**config.mk**
```make
export PLATFORM = sky130hd
export DESIGN_NAME = fb_avalon_master_flat
export DESIGN_NICKNAME = d
export VERILOG_FILES = /design/src/rtl/fb_pkg.sv /design/src/rtl/fb_avalon_master_if.sv /design/src/rtl/fb_req_fifo.sv /design/src/rtl/fb_avalon_master.sv /design/src/flat_wrapper.sv
export SDC_FILE = /design/constraint.sdc
export NUM_CORES = 1
export LEC_CHECK = 0
export CORE_MARGIN = 2
export CORE_UTILIZATION = 24
export DETAILED_ROUTE_END_ITERATION = 12
export GPL_TIMING_DRIVEN = 0
export PLACE_DENSITY = 0.5
export SLEW_MARGIN = 20
export SYNTH_ARGS = -nofsm -noshare
export SYNTH_HDL_FRONTEND = slang
export SYNTH_SLANG_ARGS = --single-unit
```
**constraint.sdc**
```tcl
create_clock -name clk -period 7.5 [get_ports clk]
set_input_delay 0.75 -clock clk [delete_from_list [all_inputs] [get_ports clk]]
set_output_delay 0.75 -clock clk [all_outputs]
set_load 0.02 [all_outputs]
```
**src/rtl/fb_pkg.sv**
```systemverilog
// fb_pkg: shared types, widths and command-word layout for the framebuffer Avalon master
package fb_pkg;

    localparam int FB_COORD_W = 12;
    localparam int FB_RGB_W   = 32;
    localparam int FB_RGB_LSB = 0;
    localparam int FB_Y_LSB   = 32;
    localparam int FB_X_LSB   = 44;

    typedef struct packed {
        logic                  write;
        logic [FB_COORD_W-1:0] x;
        logic [FB_COORD_W-1:0] y;
        logic [FB_RGB_W-1:0]   rgb;
    } fb_req_t;

    typedef enum logic [1:0] {
        ST_IDLE,
        ST_WRITE,
        ST_READ_CMD,
        ST_READ_WAIT
    } fb_state_t;

    function automatic logic [63:0] fb_pack(fb_req_t r);
        logic [63:0] w;
        w = '0;
        w[FB_X_LSB +: FB_COORD_W] = r.x;
        w[FB_Y_LSB +: FB_COORD_W] = r.y;
        w[FB_RGB_LSB +: FB_RGB_W] = r.write ? r.rgb : '0;
        return w;
    endfunction

endpackage

```
**src/rtl/fb_avalon_master_if.sv**
```systemverilog
// fb_avalon_master_if: pixel request/response handshake plus the Avalon-MM bus
interface fb_avalon_master_if;
    import fb_pkg::*;

    logic                  req_valid;
    logic                  req_ready;
    logic                  req_write;
    logic [FB_COORD_W-1:0] req_x;
    logic [FB_COORD_W-1:0] req_y;
    logic [FB_RGB_W-1:0]   req_rgb;
    logic                  rsp_valid;
    logic [FB_RGB_W-1:0]   rsp_rgb;
    logic                  rsp_err;
    logic                  ava_write;
    logic                  ava_read;
    logic [63:0]           ava_writedata;
    logic                  ava_waitrequest;
    logic [63:0]           ava_readdata;
    logic                  ava_readdatavalid;

    modport master (
        input  req_valid, req_write, req_x, req_y, req_rgb,
        input  ava_waitrequest, ava_readdata, ava_readdatavalid,
        output req_ready, rsp_valid, rsp_rgb, rsp_err,
        output ava_write, ava_read, ava_writedata
    );

    modport slave (
        output req_valid, req_write, req_x, req_y, req_rgb,
        output ava_waitrequest, ava_readdata, ava_readdatavalid,
        input  req_ready, rsp_valid, rsp_rgb, rsp_err,
        input  ava_write, ava_read, ava_writedata
    );

endinterface

```
**src/rtl/fb_req_fifo.sv**
```systemverilog
// fb_req_fifo: synchronous request FIFO with registered full/empty flags and a look-ahead entry
module fb_req_fifo
    import fb_pkg::*;
#(
    parameter int DEPTH = 4
) (
    input  logic                   clk,
    input  logic                   rst,
    input  logic                   push,
    input  fb_req_t                din,
    input  logic                   pop,
    output fb_req_t                head,
    output fb_req_t                second,
    output logic                   full,
    output logic                   empty,
    output logic [$clog2(DEPTH):0] count
);

    localparam int AW = $clog2(DEPTH);
    localparam int CW = AW + 1;

    fb_req_t       mem [DEPTH];
    logic [AW-1:0] wr_ptr;
    logic [AW-1:0] rd_ptr;
    logic [CW-1:0] count_n;

    assign count_n = count + CW'(push) - CW'(pop);
    assign head    = mem[rd_ptr];
    assign second  = mem[rd_ptr + AW'(1)];

    // Pointers and occupancy; flags track the post-update occupancy so a pop never frees a slot combinationally
    always_ff @(posedge clk or negedge rst) begin
        if (!rst) begin
            wr_ptr <= '0;
            rd_ptr <= '0;
            count  <= '0;
            full   <= 1'b0;
            empty  <= 1'b1;
        end else begin
            wr_ptr <= wr_ptr + AW'(push);
            rd_ptr <= rd_ptr + AW'(pop);
            count  <= count_n;
            full   <= count_n == CW'(DEPTH);
            empty  <= count_n == '0;
        end
    end

    // Storage needs no reset: entries are only read once counted as valid
    always_ff @(posedge clk) begin
        if (push) mem[wr_ptr] <= din;
    end

endmodule

```
**src/rtl/fb_avalon_master.sv**
```systemverilog
// fb_avalon_master: queued pixel read/write requests issued one at a time as Avalon-MM transfers
module fb_avalon_master
    import fb_pkg::*;
#(
    parameter int FIFO_DEPTH = 4,
    parameter int RD_TIMEOUT = 1023
) (
    input  logic               clk,
    input  logic               rst,
    fb_avalon_master_if.master bus,
    output logic               idle,
    output logic               unexp_rdv
);

    localparam int CW = $clog2(FIFO_DEPTH) + 1;
    localparam int TW = $clog2(RD_TIMEOUT + 1);

    fb_state_t           state;
    fb_state_t           state_n;
    fb_req_t             din;
    fb_req_t             head;
    fb_req_t             second;
    logic                push;
    logic                pop;
    logic                full;
    logic                empty;
    logic                more;
    logic                expire;
    logic [CW-1:0]       count;
    logic [CW-1:0]       count_n;
    logic [TW-1:0]       tmr;
    logic [TW-1:0]       tmr_n;
    logic                ava_write_n;
    logic                ava_read_n;
    logic                rsp_valid_n;
    logic                rsp_err_n;
    logic [63:0]         wd_n;
    logic [FB_RGB_W-1:0] rsp_rgb_n;

    assign din           = {bus.req_write, bus.req_x, bus.req_y, bus.req_rgb};
    assign push          = bus.req_valid && !full;
    assign bus.req_ready = !full;
    assign count_n       = count + CW'(push) - CW'(pop);
    assign more          = count > CW'(1);
    // tmr counts cycles since read acceptance; deciding one cycle early lands the registered response on cycle RD_TIMEOUT
    assign expire        = tmr == TW'(RD_TIMEOUT - 1);

    fb_req_fifo #(.DEPTH(FIFO_DEPTH)) u_fifo (
        .clk    (clk),
        .rst    (rst),
        .push   (push),
        .din    (din),
        .pop    (pop),
        .head   (head),
        .second (second),
        .full   (full),
        .empty  (empty),
        .count  (count)
    );

    // Next state and next registered outputs; a completing write loads the following entry for gap-free bursts
    always_comb begin
        state_n     = state;
        pop         = 1'b0;
        tmr_n       = tmr;
        ava_write_n = bus.ava_write;
        ava_read_n  = bus.ava_read;
        wd_n        = bus.ava_writedata;
        rsp_valid_n = 1'b0;
        rsp_err_n   = 1'b0;
        rsp_rgb_n   = '0;
        case (state)
            ST_IDLE: begin
                if (!empty) begin
                    state_n     = head.write ? ST_WRITE : ST_READ_CMD;
                    ava_write_n = head.write;
                    ava_read_n  = !head.write;
                    wd_n        = fb_pack(head);
                end
            end
            ST_WRITE: begin
                if (!bus.ava_waitrequest) begin
                    pop         = 1'b1;
                    state_n     = !more ? ST_IDLE : second.write ? ST_WRITE : ST_READ_CMD;
                    ava_write_n = more && second.write;
                    ava_read_n  = more && !second.write;
                    wd_n        = more ? fb_pack(second) : bus.ava_writedata;
                end
            end
            ST_READ_CMD: begin
                if (!bus.ava_waitrequest) begin
                    pop        = 1'b1;
                    state_n    = ST_READ_WAIT;
                    ava_read_n = 1'b0;
                    tmr_n      = TW'(1);
                end
            end
            ST_READ_WAIT: begin
                tmr_n = tmr + TW'(1);
                if (bus.ava_readdatavalid || expire) begin
                    state_n     = ST_IDLE;
                    rsp_valid_n = 1'b1;
                    rsp_err_n   = !bus.ava_readdatavalid;
                    rsp_rgb_n   = bus.ava_readdatavalid ? bus.ava_readdata[FB_RGB_W-1:0] : '0;
                end
            end
        endcase
    end

    // State and every output register; reset drops commands asynchronously
    always_ff @(posedge clk or negedge rst) begin
        if (!rst) begin
            state             <= ST_IDLE;
            tmr               <= '0;
            bus.ava_write     <= 1'b0;
            bus.ava_read      <= 1'b0;
            bus.ava_writedata <= '0;
            bus.rsp_valid     <= 1'b0;
            bus.rsp_err       <= 1'b0;
            bus.rsp_rgb       <= '0;
            idle              <= 1'b1;
            unexp_rdv         <= 1'b0;
        end else begin
            state             <= state_n;
            tmr               <= tmr_n;
            bus.ava_write     <= ava_write_n;
            bus.ava_read      <= ava_read_n;
            bus.ava_writedata <= wd_n;
            bus.rsp_valid     <= rsp_valid_n;
            bus.rsp_err       <= rsp_err_n;
            bus.rsp_rgb       <= rsp_rgb_n;
            idle              <= state_n == ST_IDLE && count_n == '0;
            unexp_rdv         <= unexp_rdv || (bus.ava_readdatavalid && state != ST_READ_WAIT);
        end
    end

endmodule

```
**src/flat_wrapper.sv**
```systemverilog
// flat-port wrapper written by rule: the top's interface ports become plain ports
module fb_avalon_master_flat import fb_pkg::*;
#(
    parameter int FIFO_DEPTH = 4,
    parameter int RD_TIMEOUT = 1023
)
  (clk, rst, idle, unexp_rdv, bus_req_valid, bus_req_write, bus_req_x, bus_req_y, bus_req_rgb, bus_ava_waitrequest, bus_ava_readdata, bus_ava_readdatavalid, bus_req_ready, bus_rsp_valid, bus_rsp_rgb, bus_rsp_err, bus_ava_write, bus_ava_read, bus_ava_writedata);
  fb_avalon_master_if bus_i ();
  input  logic clk;
  input  logic rst;
  output logic idle;
  output logic unexp_rdv;
  input wire logic [$bits(bus_i.req_valid)-1:0] bus_req_valid;
  input wire logic [$bits(bus_i.req_write)-1:0] bus_req_write;
  input wire logic [$bits(bus_i.req_x)-1:0] bus_req_x;
  input wire logic [$bits(bus_i.req_y)-1:0] bus_req_y;
  input wire logic [$bits(bus_i.req_rgb)-1:0] bus_req_rgb;
  input wire logic [$bits(bus_i.ava_waitrequest)-1:0] bus_ava_waitrequest;
  input wire logic [$bits(bus_i.ava_readdata)-1:0] bus_ava_readdata;
  input wire logic [$bits(bus_i.ava_readdatavalid)-1:0] bus_ava_readdatavalid;
  output wire logic [$bits(bus_i.req_ready)-1:0] bus_req_ready;
  output wire logic [$bits(bus_i.rsp_valid)-1:0] bus_rsp_valid;
  output wire logic [$bits(bus_i.rsp_rgb)-1:0] bus_rsp_rgb;
  output wire logic [$bits(bus_i.rsp_err)-1:0] bus_rsp_err;
  output wire logic [$bits(bus_i.ava_write)-1:0] bus_ava_write;
  output wire logic [$bits(bus_i.ava_read)-1:0] bus_ava_read;
  output wire logic [$bits(bus_i.ava_writedata)-1:0] bus_ava_writedata;
  assign bus_i.req_valid = bus_req_valid;
  assign bus_i.req_write = bus_req_write;
  assign bus_i.req_x = bus_req_x;
  assign bus_i.req_y = bus_req_y;
  assign bus_i.req_rgb = bus_req_rgb;
  assign bus_i.ava_waitrequest = bus_ava_waitrequest;
  assign bus_i.ava_readdata = bus_ava_readdata;
  assign bus_i.ava_readdatavalid = bus_ava_readdatavalid;
  assign bus_req_ready = bus_i.req_ready;
  assign bus_rsp_valid = bus_i.rsp_valid;
  assign bus_rsp_rgb = bus_i.rsp_rgb;
  assign bus_rsp_err = bus_i.rsp_err;
  assign bus_ava_write = bus_i.ava_write;
  assign bus_ava_read = bus_i.ava_read;
  assign bus_ava_writedata = bus_i.ava_writedata;
  fb_avalon_master #(.FIFO_DEPTH(FIFO_DEPTH), .RD_TIMEOUT(RD_TIMEOUT)) u_core (.clk(clk), .rst(rst), .bus(bus_i), .idle(idle), .unexp_rdv(unexp_rdv));
endmodule
```
==> results by group <==
Status
  • Outcome: completed

Setup path
  • Crit Path Class: flip-flop to flip-flop
  • R2r setup slk: 4.55 ns
  • CP Cell Sequence: inv_1 -> ha_1 -> nor2b_1 -> ha_1 -> inv_1 -> ha_1 -> fa_1 -> xnor2_1 -> or3_1 -> a211oi_1
  • CP most frequent cell: ha_1
  • Worst reg-to-reg path cell count: 10
  • Data required, critical path: 7.95 ns
  • Critical Path Slowest Stage Cell: dfrtp_1
  • CP Max Fanout: 6
  • Crit end category: flip-flop
  • Crit path arrival time: 3.40 ns
  • Buf/Inv on CP: 2
  • CP max stage delay: 0.43 ns
  • Critical path depth: 10
  • Family with the most delay on the worst path: adder cells
  • CP Launch Type: flip-flop

Clock tree
  • CTS buffer count: 43
  • H-tree levels: 2
  • Clock Tree Root: clkbuf_16
  • Post-CTS Setup Bufs: 0
  • Worst skew pair latency: 0.57 ns
  • Clk buf depth: 3
  • Hold Buf Count CTS: 0
  • Post-CTS Resized: 0
  • Num Clock Sinks: 343
  • CTS tree: yes
  • Clock Pin Slew Worst Setup and Hold Paths: 0.06 ns

Timing
  • Clk_skew: 0.0317 ns
  • Final TNS setup: 0 ns
  • Hold Fails Final Rpt: 0
  • Final worst setup slack: 4.55 ns
  • Peak Freq: 339 MHz
  • Final setup vio count: 0
  • Final Max Tran Viols: 0
  • Minimum clock period: 2.95 ns
  • Worst slew pin tran: 0.822 ns
  • Relative slew slack: 44.8%
  • RSZ-0062 raised after global routing: false
  • Final Cycle Share: 39.4%

Drt
  • Avg WL per Cell: 20.3 um
  • 1st-iter DRT viols: 510
  • DRC: 0
  • TritonRoute pass-1 iters: 5
  • Drt via density: 4.49
  • DR vias: 8635
  • WL final: 39.0 mm
  • DRT antenna net count: 0

GRT
  • M2 GR Usage: 20.5%
  • Vias in the first global route: 9130
  • GRT Resource Usage Total: 12.2%
  • GR Layer Usage met3: 3.02%
  • GRT overflow: 0
  • GR Util met1: 15.6%
  • GRT busiest layer: met2
  • Initial antenna violation count: 3
  • First-pass GRT wire length: 58.0 mm
  • Pin count of the biggest net entering global routing: 71

Final layout
  • Final non-filler cell area: 0.0195 mm2
  • Fill count: 5950
  • NumNets Final: 1238
  • Multi-input logic area: 0.00476 mm2
  • Area grow syn2layout: 31.3%
  • Layout cells sized above 1: 26.7%
  • Reg area: 0.00973 mm2
  • Diode count: 0

Yosys
  • Synth Warn #: 0
  • Sequential area share after synthesis: 65.5%
  • Synth cell types: 48
  • Leading area contributor after synthesis: edfxtp_1
  • Post-synthesis instance total: 836
  • Syn avg cell area: 17.8 um2
  • Synth top area cells: edfxtp_1 (46%), dfrtp_1 (19%), mux4_2 (17%)
  • Post-synthesis instance area: 0.0148 mm2
  • Post-synth ARST share: 33.5%
  • Post-synth EDFFs: 228
  • Synth Register Bits: 343
  • Commonest cells post-synth: edfxtp_1 (228), mux4_2 (114), dfrtp_1 (113)
  • Top_reg_cell synth: edfxtp_1
  • Most common cell in the netlist: edfxtp_1
  • Yosys top cell area share: 46.1%

Floorplan
  • Die Y: 253 um
  • Placement Rows: 91
  • Initial Util: 24.2%
  • Die ar.: 0.0638 mm2
  • Num ports: 229
  • Core Footprint: 0.0614 mm2
  • Chip width: 253 um

Pwr
  • Peak supply drop: 169 uV
  • Pleak: 0.00718 uW
  • Cell Pwr Density: 422 mW/mm2
  • Power, Total: 8220 uW

Flow run
  • Max Cap Viol: 0

Placed design
  • DP Area: 0.0181 mm2
  • Hpwl dp: 26.5 mm
  • GPL Wtd Cong: 0.714
  • Number of port buffers: 188
  • Pre-CTS setup slack: 4.02 ns

Hold path
  • Worst Hold Class: input port to async pin
-- per-layer routing --
| metal | vias up | part of all wire (%) |
|---|---|---|
| met5 | - | 0.11 |
| met4 | 6 | 2.3 |
| met3 | 58 | 5.6 |
| met2 | 253 | 49 |
| met1 | 4488 | 43 |
| li1 | 3830 | - |
-- registers in the layout, indices dropped and copies added, names as in the netlist, 2 cells and up --
name / flops
u_core.u_fifo.rd_ptr: 2
u_core.bus.ava_writedata: 56
u_core.bus.rsp_rgb: 32
u_core.state: 2
u_core.u_fifo.wr_ptr: 2
u_core.tmr: 10
u_core.u_fifo.count: 3
u_core.u_fifo.mem: 228
-- cells in the final DEF (no fill, tap or decap), types with 9 or more instances in the layout --
| cell | n |
|---|---|
| inv_1 | 13 |
| clkbuf_8 | 9 |
| buf_2 | 17 |
| a22o_1 | 33 |
| buf_4 | 19 |
| edfxtp_1 | 228 |
| ha_1 | 12 |
| mux4_2 | 114 |
| dfrtp_1 | 113 |
| and3_1 | 32 |
| clkdlybuf4s50_1 | 187 |
| nand2_1 | 83 |
| a21oi_1 | 10 |
| clkbuf_1 | 27 |
| clkinv_1 | 9 |
| clkbuf_16 | 43 |
| nor2_1 | 9 |
| buf_6 | 16 |
| mux2_2 | 56 |
-- final cells by class --
cell class | instances | area share, %
clock inverter | 21 | 1.06
inverter | 15 | 0.289
multi-input combinational | 425 | 24.4
tap | 790 | 5.07
sequential | 343 | 49.9
buffer | 60 | 1.77
clock buffer | 57 | 6.26
timing repair buffer | 211 | 11.2
-- final timing paths --
path                                       startpoint                                  endpoint
max                         u_core.state[0]$_DFF_PN0_                     u_core.idle$_DFF_PN1_
min                                               rst          u_core.bus.rsp_rgb[20]$_DFF_PN0_
max reg2reg                 u_core.state[0]$_DFF_PN0_                     u_core.idle$_DFF_PN1_
min reg2reg                u_core.unexp_rdv$_DFF_PN0_                u_core.unexp_rdv$_DFF_PN0_
max in group asynchronous                         rst  u_core.bus.ava_writedata[48]$_DFFE_PN0P_
min in group clk           u_core.unexp_rdv$_DFF_PN0_                u_core.unexp_rdv$_DFF_PN0_
-- report_power, final --
group / switching, uW / internal (uW) / total (uW)
clock network: 804 / 1270 / 2080
logic: 1720 / 1710 / 3430
registers: 208 / 2510 / 2720
total: 2730 / 5490 / 8220
-- per-stage QoR --
| step | util [%] | instances | hold slack [ns] |
|---|---|---|---|
| 2_1_floorplan | - | 843 | 0.454 |
| 3_3_place_gp | 28.9 | 1821 | 0.464 |
| 3_5_place_dp | 29.4 | 1844 | 0.469 |
| 4_1_cts | 31.7 | 1922 | 0.0824 |
| 5_1_grt | 31.7 | 1922 | 0.0935 |
| 6_report | 31.7 | 1922 | 0.0871 |
-- kinds of logic (layout without fill, tap and decap cells) --
kind of cell	Yosys count	in the layout	synth area share (%)
AO/OA/AOI/OAI	65	65	3.26
XOR/XNOR	6	6	0.354
adder cells (fa/ha/maj)	13	13	1.15
buffers and inverters	75	364	2.70
flip-flops	343	343	65.5
multiplexers	171	171	21.6
other	1	8	0.0253
AND/OR/NAND/NOR	162	162	5.35
Note: power is estimated with default switching activity, not from simulation.
